[src/rtl/ptr_status.sv]
// FIFO pointer status: synchronizes the remote Gray pointer and derives full/empty, almost and level.
// Optional almost-threshold logic enabled by macro PTR_STATUS_ALMOST_EN.
module ptr_status #(
    parameter int PtrWidth     = 2,
    parameter int NSync        = 2,
    parameter int IsWriteSide  = 0,
    parameter int AlmostThresh = 1
) (
    input  logic              clk,
    input  logic              rst_n,
    input  logic [PtrWidth:0] i_local_bin_ptr_comb,
    input  logic [PtrWidth:0] i_remote_gray_ptr,
    output logic              o_flag,
    output logic              o_almost,
    output logic [PtrWidth:0] o_level,
    output logic [PtrWidth:0] o_remote_bin_ptr
);

    localparam int Depth = 2 ** PtrWidth;
    localparam logic RstFlag = (IsWriteSide != 0) ? 1'b0 : 1'b1;
    localparam logic [PtrWidth:0] MsbMask = (PtrWidth + 1)'(3 << (PtrWidth - 1));

    if (NSync < 2 || NSync > 4) begin : g_bad_nsync
        $error("ptr_status: NSync out of range");
    end
    if (AlmostThresh < 0 || AlmostThresh > Depth) begin : g_bad_thresh
        $error("ptr_status: AlmostThresh out of range");
    end
    if (PtrWidth < 1) begin : g_bad_width
        $error("ptr_status: PtrWidth must be at least 1");
    end

    logic [1:0]        rst_sync;
    logic              run;
    logic [PtrWidth:0] sync_q [NSync];
    logic [PtrWidth:0] remote_gray;
    logic [PtrWidth:0] remote_bin;
    logic [PtrWidth:0] local_gray;
    logic              flag_next;
    logic              almost_next;
    logic [PtrWidth:0] level_next;

    // Reset release is retimed so outputs leave reset on a clean edge.
    always_ff @(posedge clk or negedge rst_n) begin
        if (!rst_n) begin
            rst_sync <= 2'b00;
        end else begin
            rst_sync <= {rst_sync[0], 1'b1};
        end
    end

    assign run = rst_sync[1];

    // Remote pointer crosses domains through this chain only.
    always_ff @(posedge clk or negedge rst_n) begin
        if (!rst_n) begin
            for (int i = 0; i < NSync; i++) begin
                sync_q[i] <= '0;
            end
        end else begin
            sync_q[0] <= i_remote_gray_ptr;
            for (int i = 1; i < NSync; i++) begin
                sync_q[i] <= sync_q[i-1];
            end
        end
    end

    assign remote_gray = sync_q[NSync-1];
    assign local_gray  = (i_local_bin_ptr_comb >> 1) ^ i_local_bin_ptr_comb;

    // Gray to binary: each bit is the XOR of all Gray bits at or above it.
    always_comb begin
        remote_bin = '0;
        for (int i = 0; i <= PtrWidth; i++) begin
            remote_bin[i] = ^(remote_gray >> i);
        end
    end

    // Next-state flag, level and almost from one synchronized sample.
    always_comb begin
        flag_next  = 1'b0;
        level_next = '0;
        if (IsWriteSide != 0) begin
            flag_next  = (local_gray == (remote_gray ^ MsbMask));
            level_next = i_local_bin_ptr_comb - remote_bin;
        end else begin
            flag_next  = (local_gray == remote_gray);
            level_next = remote_bin - i_local_bin_ptr_comb;
        end
    end

`ifdef PTR_STATUS_ALMOST_EN
    localparam logic [PtrWidth:0] WrThr = (PtrWidth + 1)'(Depth - AlmostThresh);
    localparam logic [PtrWidth:0] RdThr = (PtrWidth + 1)'(AlmostThresh);

    // Almost threshold compare on the next level.
    always_comb begin
        almost_next = RstFlag;
        if (IsWriteSide != 0) begin
            almost_next = (level_next >= WrThr);
        end else begin
            almost_next = (level_next <= RdThr);
        end
    end
`else
    assign almost_next = RstFlag;
`endif

    // Output registers, held at reset values until reset release settles.
    always_ff @(posedge clk or negedge rst_n) begin
        if (!rst_n) begin
            o_flag           <= RstFlag;
            o_almost         <= RstFlag;
            o_level          <= '0;
            o_remote_bin_ptr <= '0;
        end else if (!run) begin
            o_flag           <= RstFlag;
            o_almost         <= RstFlag;
            o_level          <= '0;
            o_remote_bin_ptr <= '0;
        end else begin
            o_flag           <= flag_next;
            o_almost         <= almost_next;
            o_level          <= level_next;
            o_remote_bin_ptr <= remote_bin;
        end
    end

endmodule

[config.mk]
export PLATFORM = sky130hd
export DESIGN_NAME = ptr_status
export DESIGN_NICKNAME = d
export VERILOG_FILES = /design/src/rtl/ptr_status.sv
export SDC_FILE = /design/constraint.sdc
export NUM_CORES = 1
export LEC_CHECK = 0
export BUFFER_PORTS_ARGS = -buffer_cell sky130_fd_sc_hd__buf_2
export CAP_MARGIN = 25
export CORE_MARGIN = 5
export CORE_UTILIZATION = 40
export CTS_CLUSTER_SIZE = 8
export DETAILED_ROUTE_END_ITERATION = 7
export GPL_TIMING_DRIVEN = 1
export SYNTH_ARGS = -nofsm -noshare
export SYNTH_HDL_FRONTEND = slang
export SYNTH_SLANG_ARGS = --single-unit
[constraint.sdc]
create_clock -name clk -period 2.5 [get_ports clk]
set_input_delay 0.5 -clock clk [delete_from_list [all_inputs] [get_ports clk]]
set_output_delay 0.5 -clock clk [all_outputs]
set_load 0.01 [all_outputs]
==> run metrics, run 1 <==
row cnt=13; H-tree levels=1; post-CTS sizing=0; Die Ht=between 40 and 50 um; Crit-path slowest cell=dfrtp_1; largest net degree at the start of global routing=16; Synth area leaders=dfrtp_1 (61%), dfstp_2 (4.6%), fa_1 (3.5%); fin crit share=79.17%; Hold WS=106.7 ps; vias=around 340; register area=~380 um^2; fin nets=approximately 70; min Tclk post-route=~2000 ps; met1 wire length=approximately 310 um; Filler Cells Inserted=120; fmax=0.5052 GHz; Initial DRC Count=0; GR Overflow Total=0; Syn Area/Cell=~14 um^2; metal2 WL=between 300 and 400 um; critical path capture point type=flop; status=finished, final reports clean; clk slew on worst S/H paths=roughly 80 ps; final antenna-violating net count=0; crit path DAT=about 2200 ps; Post-synth EDFFs=0; Crit Path Category=reg2reg; cell accounting for the most synthesized area=dfrtp_1; worst vdd ir=0.4375 mV; register area share after synthesis=65.43%; Ports=16; # hold bufs at CTS=0; vias in the first global route=around 330; Multi-input gate area=~190 um^2; Setup Skew=approximately 2.1 ps; antenna violations before repair=0; Pins Over Slew Limit=0; max cap viols=0; Ys Warns=0; postcts setup bufs=0; Synth cell types=20; CTS tree=yes; CP max stage delay=about 460 ps; Total GRT Usage=under 10%; DRT Wirelength=763 um; Final Hold Violating Endpoints=0; CP Max Fanout=7; #FFs+latches synth=15; Port Buffers=14; CTS sink cnt=15; cell mode on critical path=xor2_1; worst path cell trace=xnor2_2 -> xor2_1 -> ha_1 -> fa_1 -> xor2_1 -> and2_1 -> nor3_1; first-pass iteration count of the detailed router=1; RSZ-0062 raised after global routing=false; # DRC=0; Antenna Cells=0; clk_lat worst skew=270 ps; via/cell ratio=between 4 and 5; Die ar.=~2300 um^2; setup total negative slack=0 ps; Die Width=~48 um; critical path required time=about 2700 ps; met3 wire len=97 um; crit path launch type=flop; Initial Util=43.15%; Setup violations, final=0; Post-Syn Area=575.6 um^2; hpwl dp=606.5 um; asr flop ratio synth=100.0%; leakage power=approximately 0.34 nW; Final Wtd Congestion=0.6590; Syn Inst Count=40; Inserted Clock Buffers=3; share of layout cells above drive strength 1=between 30 and 40%; Area Overhead vs Synth=19.35%; post-synth top area share=60.87%; flop2flop setup slack=between 500 and 600 ps; Core Region=1334 um^2; Max clock buf depth=2; HP Class=in2async; clk root buf=clkbuf_4; PwrDens=670.5 nW/um^2; main flop type after synthesis=dfrtp_1; Routed wire per std cell=~10 um; top layer in use=met4; first-pass GRT wire length=approximately 1300 um
==> where the power goes <==
group / internal [W] / switching, W / total [W]
Combinational: 0.0000283 / 0.0000343 / 0.0000626
Sequential: 0.000261 / 0.00000738 / 0.000268
Clock: 0.0000619 / 0.0000678 / 0.000130
Total: 0.000351 / 0.000109 / 0.000461
==> sequential cells by signal, indices dropped and copies added (netlist names) <==
| register | cells |
|---|---|
| sync_q | 3 |
| o_flag | 1 |
| remote_gray | 3 |
| o_remote_bin_ptr | 3 |
| o_level | 3 |
| rst_sync | 2 |
==> per-stage QoR <==
step / area [um^2] / instances / setup WS [ps] / utilization [%] / power (W)
after floorplan: 579.3 / 41 / 648.5 / - / 0.0003107
after global placement: 660.6 / 69 / 554.1 / 49.53 / 0.0003366
after detailed placement: 660.6 / 69 / 513.6 / 49.53 / 0.0003380
after CTS: 686.9 / 73 / 485.0 / 51.50 / 0.0004679
after global routing: 686.9 / 73 / 329.9 / 51.50 / 0.0004947
final: 686.9 / 73 / 520.6 / 51.50 / 0.0004606
==> worst max-delay path: cells and delay by family (launching register included) <==
family / cells / cell delay (ps)
XOR/XNOR: 3 / 550
adder cells (fa/ha/maj): 2 / 600
flip-flops: 1 / 460
AND/OR/NAND/NOR: 2 / 290
==> Yosys cell counts (all sizes together), types with 2 or more instances <==
cell type	count
dfrtp	14
nor2	5
xor2	3
nor2b	2
and2	2
mux2i	2
==> final timing paths <==
check | startpoint | to | cells past startpoint
setup / recovery | remote_gray[2]$_DFF_PN0_ | o_level[2]$_DFF_PN0_ | 7
hold / removal | rst_n | o_remote_bin_ptr[1]$_DFF_PN0_ | 1
setup reg to reg | remote_gray[2]$_DFF_PN0_ | o_level[2]$_DFF_PN0_ | 7
hold reg to reg | rst_sync[0]$_DFF_PN0_ | rst_sync[1]$_DFF_PN0_ | 0
max in group asynchronous | rst_n | o_flag$_DFF_PN1_ | 1
min in group clk | i_remote_gray_ptr[1] | sync_q[4]$_DFF_PN0_ | 1
==> placed cells by master, fill, tap and decap left out, drive strengths merged <==
cell    instances
conb            2
nor4            1
ha              1
and4bb          1
and2            2
dfrtp          14
o211ai          1
xor2            3
buf            14
fa              1
nor3            1
nand2           1
inv             1
clkbuf          4
nor2b           2
nor2            5
dfstp           1
xnor2           1
mux2i           2
==> routing by layer <==
layer  vias to the layer above  GRT usage [%]
li1                        165              -
met1                       154          8.858
met2                        16          14.78
met3                         2          6.767
met4                         0          3.226
met5                         -              0
==> kinds of logic after synthesis <==
family                     synth area share, %
other                                   0.6515
DFF                                      65.44
adders and majority gates                5.652
buffers and inverters                    1.956
muxes                                    3.478
AOI/OAI and AO/OA                        1.305
xor gates and xnor gates                 8.698
and+or+nand+nor                          12.82
==> area by class of cell <==
class | instances | share of cell area [%]
Clock buffer | 4 | 3.825
Inverter | 1 | 0.5464
Multi-Input combinational cell | 24 | 27.87
Sequential cell | 15 | 54.83
Tap cell | 15 | 2.732
Timing Repair Buffer | 14 | 10.20
(Power assumes the default switching activity.)
==> run 2, diff against run 1 <==
==> constraint.sdc (replaced) <==
create_clock -name clk -period 2.07 [get_ports clk]
set_input_delay 0.414 -clock clk [delete_from_list [all_inputs] [get_ports clk]]
set_output_delay 0.414 -clock clk [all_outputs]
set_load 0.01 [all_outputs]
==> run metrics, run 2 (synthesis gave the netlist of run 1 again) <==
HP Class=in2async; fmax=0.5163 GHz; Worst R2R End=o_level[2]$_DFF_PN0_; Pins Over Slew Limit=0; Port Buffers=14; largest net degree at the start of global routing=16; clk root buf=clkbuf_4; Die Ht=around 48 um; flop2flop setup slack=between 100 and 150 ps; critical path required time=roughly 2300 ps; max cap viols=0; Initial Util=43.15%; Die ar.=between 2000 and 2500 um^2; Setup violations, final=0; critical path capture point type=flop; fin crit share=93.57%; via/cell ratio=4.653; most common cell after layout, fill and taps aside=buf_2; Max clock buf depth=2; Reg-to-Reg Start=remote_gray[1]$_DFF_PN0_; most frequent cells in the layout=buf_2 (14), dfrtp_1 (13), nor2_1 (4); Routed wire per std cell=about 11 um; Setup crit end=o_level[2]$_DFF_PN0_; final antenna-violating net count=0; setup total negative slack=0 ps; Total GRT Usage=about a tenth; # DRC=0; DRT Wirelength=roughly 840 um; fin nets=slightly above 70; first-pass iteration count of the detailed router=1; Ports=16; Crit Path Category=reg2reg; Initial DRC Count=0; Area Overhead vs Synth=22.17%; leakage power=roughly 0.35 nW; Die Width=47.93 um; row cnt=13; crit path launch type=flop; crit path DAT=2140 ps; vias=~350; Final Hold Violating Endpoints=0; CTS tree=yes; RSZ-0062 raised after global routing=false; r2r worst-path depth=7; clk_lat worst skew=~280 ps; min Tclk post-route=1937 ps; # hold bufs at CTS=0; Core Region=~1300 um^2; design area=around 700 um^2; Hold WS=between 15 and 20 ps; CTS sink cnt=15; GR Overflow Total=0; share of layout cells above drive strength 1=between 40% and 50%; Worst Setup SP=remote_gray[1]$_DFF_PN0_; Antenna Cells=0; H-tree levels=1; first-pass GRT wire length=between 1000 and 1500 um; worst vdd ir=0.3271 mV; PwrDens=roughly 810 nW/um^2; vias in the first global route=360; Inserted Clock Buffers=3; placed inst area=668.1 um^2; CP Max Fanout=5; antenna violations before repair=0; placed cell count=70; clk slew on worst S/H paths=90 ps; Final Wtd Congestion=between 0.6 and 0.7; status=finished, final reports clean; Setup Skew=around 4.0 ps; Layout Cells excl Fill=between 70 and 80
run 2: cell count changes in the layout (fill, tap and decap cells not counted):
cell / change
dfrtp_2: +1
dfrtp_1: -1
buf_4: +2
run 2: final cells by class:
type	count	area, um^2
Fill cell	124	630.6
Sequential cell	15	377.9
Multi-Input combinational cell	24	191.4
Timing Repair Buffer	16	85.08
Clock buffer	4	26.28
Tap cell	15	18.77
Inverter	1	3.754
run 2: worst min path at each step:
stage | startpoint | end | slack, ps | cells after the start
final | rst_n | o_remote_bin_ptr[1]$_DFF_PN0_ | 20 | 1
after global routing | rst_n | o_level[1]$_DFF_PN0_ | 30 | 1
after CTS | rst_n | o_level[0]$_DFF_PN0_ | 10 | 1
after detailed placement | rst_n | o_remote_bin_ptr[0]$_DFF_PN0_ | 330 | 1
after global placement | rst_n | o_level[1]$_DFF_PN0_ | 330 | 1
after floorplan | rst_n | o_level[0]$_DFF_PN0_ | 120 | 0
run 2: timing repair:
item / CTS / global route
endpoints found under the setup margin: 0 / 1
buffers inserted: 0 / 1
gates resized for setup: 0 / 1
run 2: critical path, cell delays in order, from the launching register on:
cell	delay (ps)
dfrtp_2	450
xnor2_2	260
xor2_1	140
ha_1	210
fa_1	370
xor2_1	160
and2_1	150
nor3_1	110
run 2: per-stage QoR:
stage	worst slack, ps	utilization, %	total power (W)
after global placement	164.5	50.09	0.0004081
after CTS	129.0	52.06	0.0005806
after floorplan	218.5	-	0.0003753
after detailed placement	155.3	50.09	0.0004101
final	133.1	52.72	0.0005678
after global routing	4.523	52.72	0.0006077
run 2: power breakdown:
group	internal (W)	total [W]	switching (W)
clock	0.0000747	0.000163	0.0000884
combinational	0.0000378	0.0000814	0.0000435
sequential	0.000315	0.000323	0.00000801
total	0.000428	0.000568	0.000140
run 2: routing by layer:
| layer | wire [um] | track usage, % | part of all wire (%) | vias to the layer above |
|---|---|---|---|---|
| met5 | 0 | 0 | 0 | - |
| met4 | 11 | 8.065 | 1.3 | 0 |
| met3 | 101 | 3.383 | 12 | 2 |
| met2 | 382 | 16.09 | 46 | 16 |
| met1 | 342 | 9.302 | 41 | 166 |
| li1 | - | - | - | 165 |
==> run 3, diff against run 2 <==
==> constraint.sdc (replaced) <==
create_clock -name clk -period 2 [get_ports clk]
set_input_delay 0.4 -clock clk [delete_from_list [all_inputs] [get_ports clk]]
set_output_delay 0.4 -clock clk [all_outputs]
set_load 0.01 [all_outputs]
==> run metrics, run 3 (synthesis gave the netlist of run 1 again) <==
status=complete, but fails checks; failing checks=negative hold slack; # DRC=0; Final Wtd Congestion=roughly 0.64; Initial Util=between 40% and 50%; vias in the first global route=between 300 and 400; antenna violations before repair=0; Inserted Clock Buffers=3; Routed wire per std cell=between 10 and 15 um; met2 Use GR=between 10% and 20%; min Tclk post-route=~1900 ps; Die Width=around 48 um; Setup violations, final=0; Port Buffers=14; setup total negative slack=0 ps; Max clock buf depth=2; Power, Total=slightly below 0.0006 W; Flop pwr share=~57%; fin util=roughly 55%; vias=354; worst path cell trace=xnor2_4 -> xor2_1 -> ha_1 -> fa_1 -> xor2_1 -> and2_1 -> nor3_1; Reg-to-Reg Start=remote_gray[1]$_DFF_PN0_; crit path DAT=~2000 ps; final antenna-violating net count=0; clk_lat worst skew=280 ps; r2r worst-path depth=7; Crit-path slowest cell=dfrtp_2; Int Pwr=between 0.0004 and 0.0005 W; first-pass iteration count of the detailed router=2; Pins Over Slew Limit=0; Comb power frac=between 15 and 20%; DRT Wirelength=between 700 and 800 um; PwrDens=810.8 nW/um^2; GR Overflow Total=0; largest net degree at the start of global routing=16; Initial DRC Count=6; fin nets=73; grt met3 use=about 5.6%; Worst R2R End=o_level[2]$_DFF_PN0_; HP Class=in2async; Multi-input gate area=about 200 um^2; row cnt=13; most frequent cells in the layout=buf_2 (14), dfrtp_1 (13), nor2_1 (4), buf_4 (4), clkbuf_4 (3); Filler Cells Inserted=122; CP Max Fanout=3; Final Hold Violating Endpoints=8; leakage power=approximately 0.36 nW; max cap viols=0; Global Route met1 Usage=under 10%; # hold bufs at CTS=0; critical path capture point type=flop; most common cell after layout, fill and taps aside=buf_2; Ports=16; via/cell ratio=roughly 4.6; Die Ht=about 48 um; RSZ-0062 raised after global routing=false; clk root buf=clkbuf_4; Layout Cells excl Fill=slightly below 80; Core Region=approximately 1300 um^2; crit path launch type=flop; H-tree levels=1; fmax=between 0.5 and 0.6 GHz; CTS sink cnt=15; cell mode on critical path=xor2_1; Sw Share=between 20% and 30%; Crit Path Category=reg2reg; Total GRT Usage=a little under 9%; register area=377.9 um^2; gr busiest metal=met2; Antenna Cells=0; Area Overhead vs Synth=26.74%; Setup crit end=o_level[2]$_DFF_PN0_; placed cell count=70; worst vdd ir=a little under 0.6 mV; Worst Setup SP=remote_gray[1]$_DFF_PN0_; clock power share=between 20 and 30%; flop2flop setup slack=around 150 ps; share of layout cells above drive strength 1=a little over two fifths; Setup Skew=between 1 and 1.5 ps; CP max stage delay=approximately 450 ps; hpwl dp=a little over 600 um; clk slew on worst S/H paths=approximately 80 ps; fin crit share=about 90%; CTS tree=yes; Die ar.=2297 um^2; Hold WS=-2.580 ps; first-pass GRT wire length=~1300 um; critical path required time=roughly 2200 ps; Net Sw Power=between 0.0001 and 0.00015 W
## run 3: cell types whose count changed in the layout (fill, tap and decap cells not counted)
cell,previous run,this run
buf_4,2,4
xnor2_2,1,0
xnor2_4,0,1
## run 3: how the worst min path moves through the flow
stage | endpoint | from | depth (start not counted)
after floorplan | o_level[0]$_DFF_PN0_ | rst_n | 0
after global placement | o_level[1]$_DFF_PN0_ | rst_n | 1
after detailed placement | o_remote_bin_ptr[1]$_DFF_PN0_ | rst_n | 1
after CTS | remote_gray[1]$_DFF_PN0_ | rst_n | 1
after global routing | remote_gray[0]$_DFF_PN0_ | rst_n | 1
final | o_remote_bin_ptr[1]$_DFF_PN0_ | rst_n | 1
## run 3: cell type report
class | count | share of cell area (%)
clock buffers | 4 | 3.602
flip-flops and latches | 15 | 51.80
inverters | 1 | 0.5146
repair buffers | 18 | 13.72
multi-input cells | 24 | 27.79
well taps | 15 | 2.573
## run 3: timing repair
item,in CTS,in global routing
gates resized for setup,0,2
buffers inserted,0,3
hold endpoints to repair,0,0
setup endpoints to repair,0,1
## run 3: routing by layer
metal  wire length (um)  part of all wire (%)
met4                  0                     0
met5                  0                     0
met1                291                    37
met2                374                    47
met3                127                    16
## run 3: critical path: cells and delay by family, from the launching register on
kind	cells	cell delay, ps
and+or+nand+nor	2	260
adders and majority gates	2	580
xor gates and xnor gates	3	480
DFF	1	450
## run 3: metrics by stage
stage                     instance area (um^2)  setup WS (ps)
final                                    729.5          149.2
after global routing                     729.5          13.08
after CTS                                694.4          70.73
after detailed placement                 668.1          90.63
after global placement                   668.1          106.4
after floorplan                          579.3          148.5
## run 3: power groups by stage
stage	logic [W]	clock network, W	registers (W)
after global routing	0.000104	0.000185	0.000338
final	0.0000915	0.000164	0.000336
after detailed placement	0.0000833	0	0.000341
after global placement	0.0000822	0	0.000340
after CTS	0.0000831	0.000173	0.000335
after floorplan	0.0000389	0	0.000349
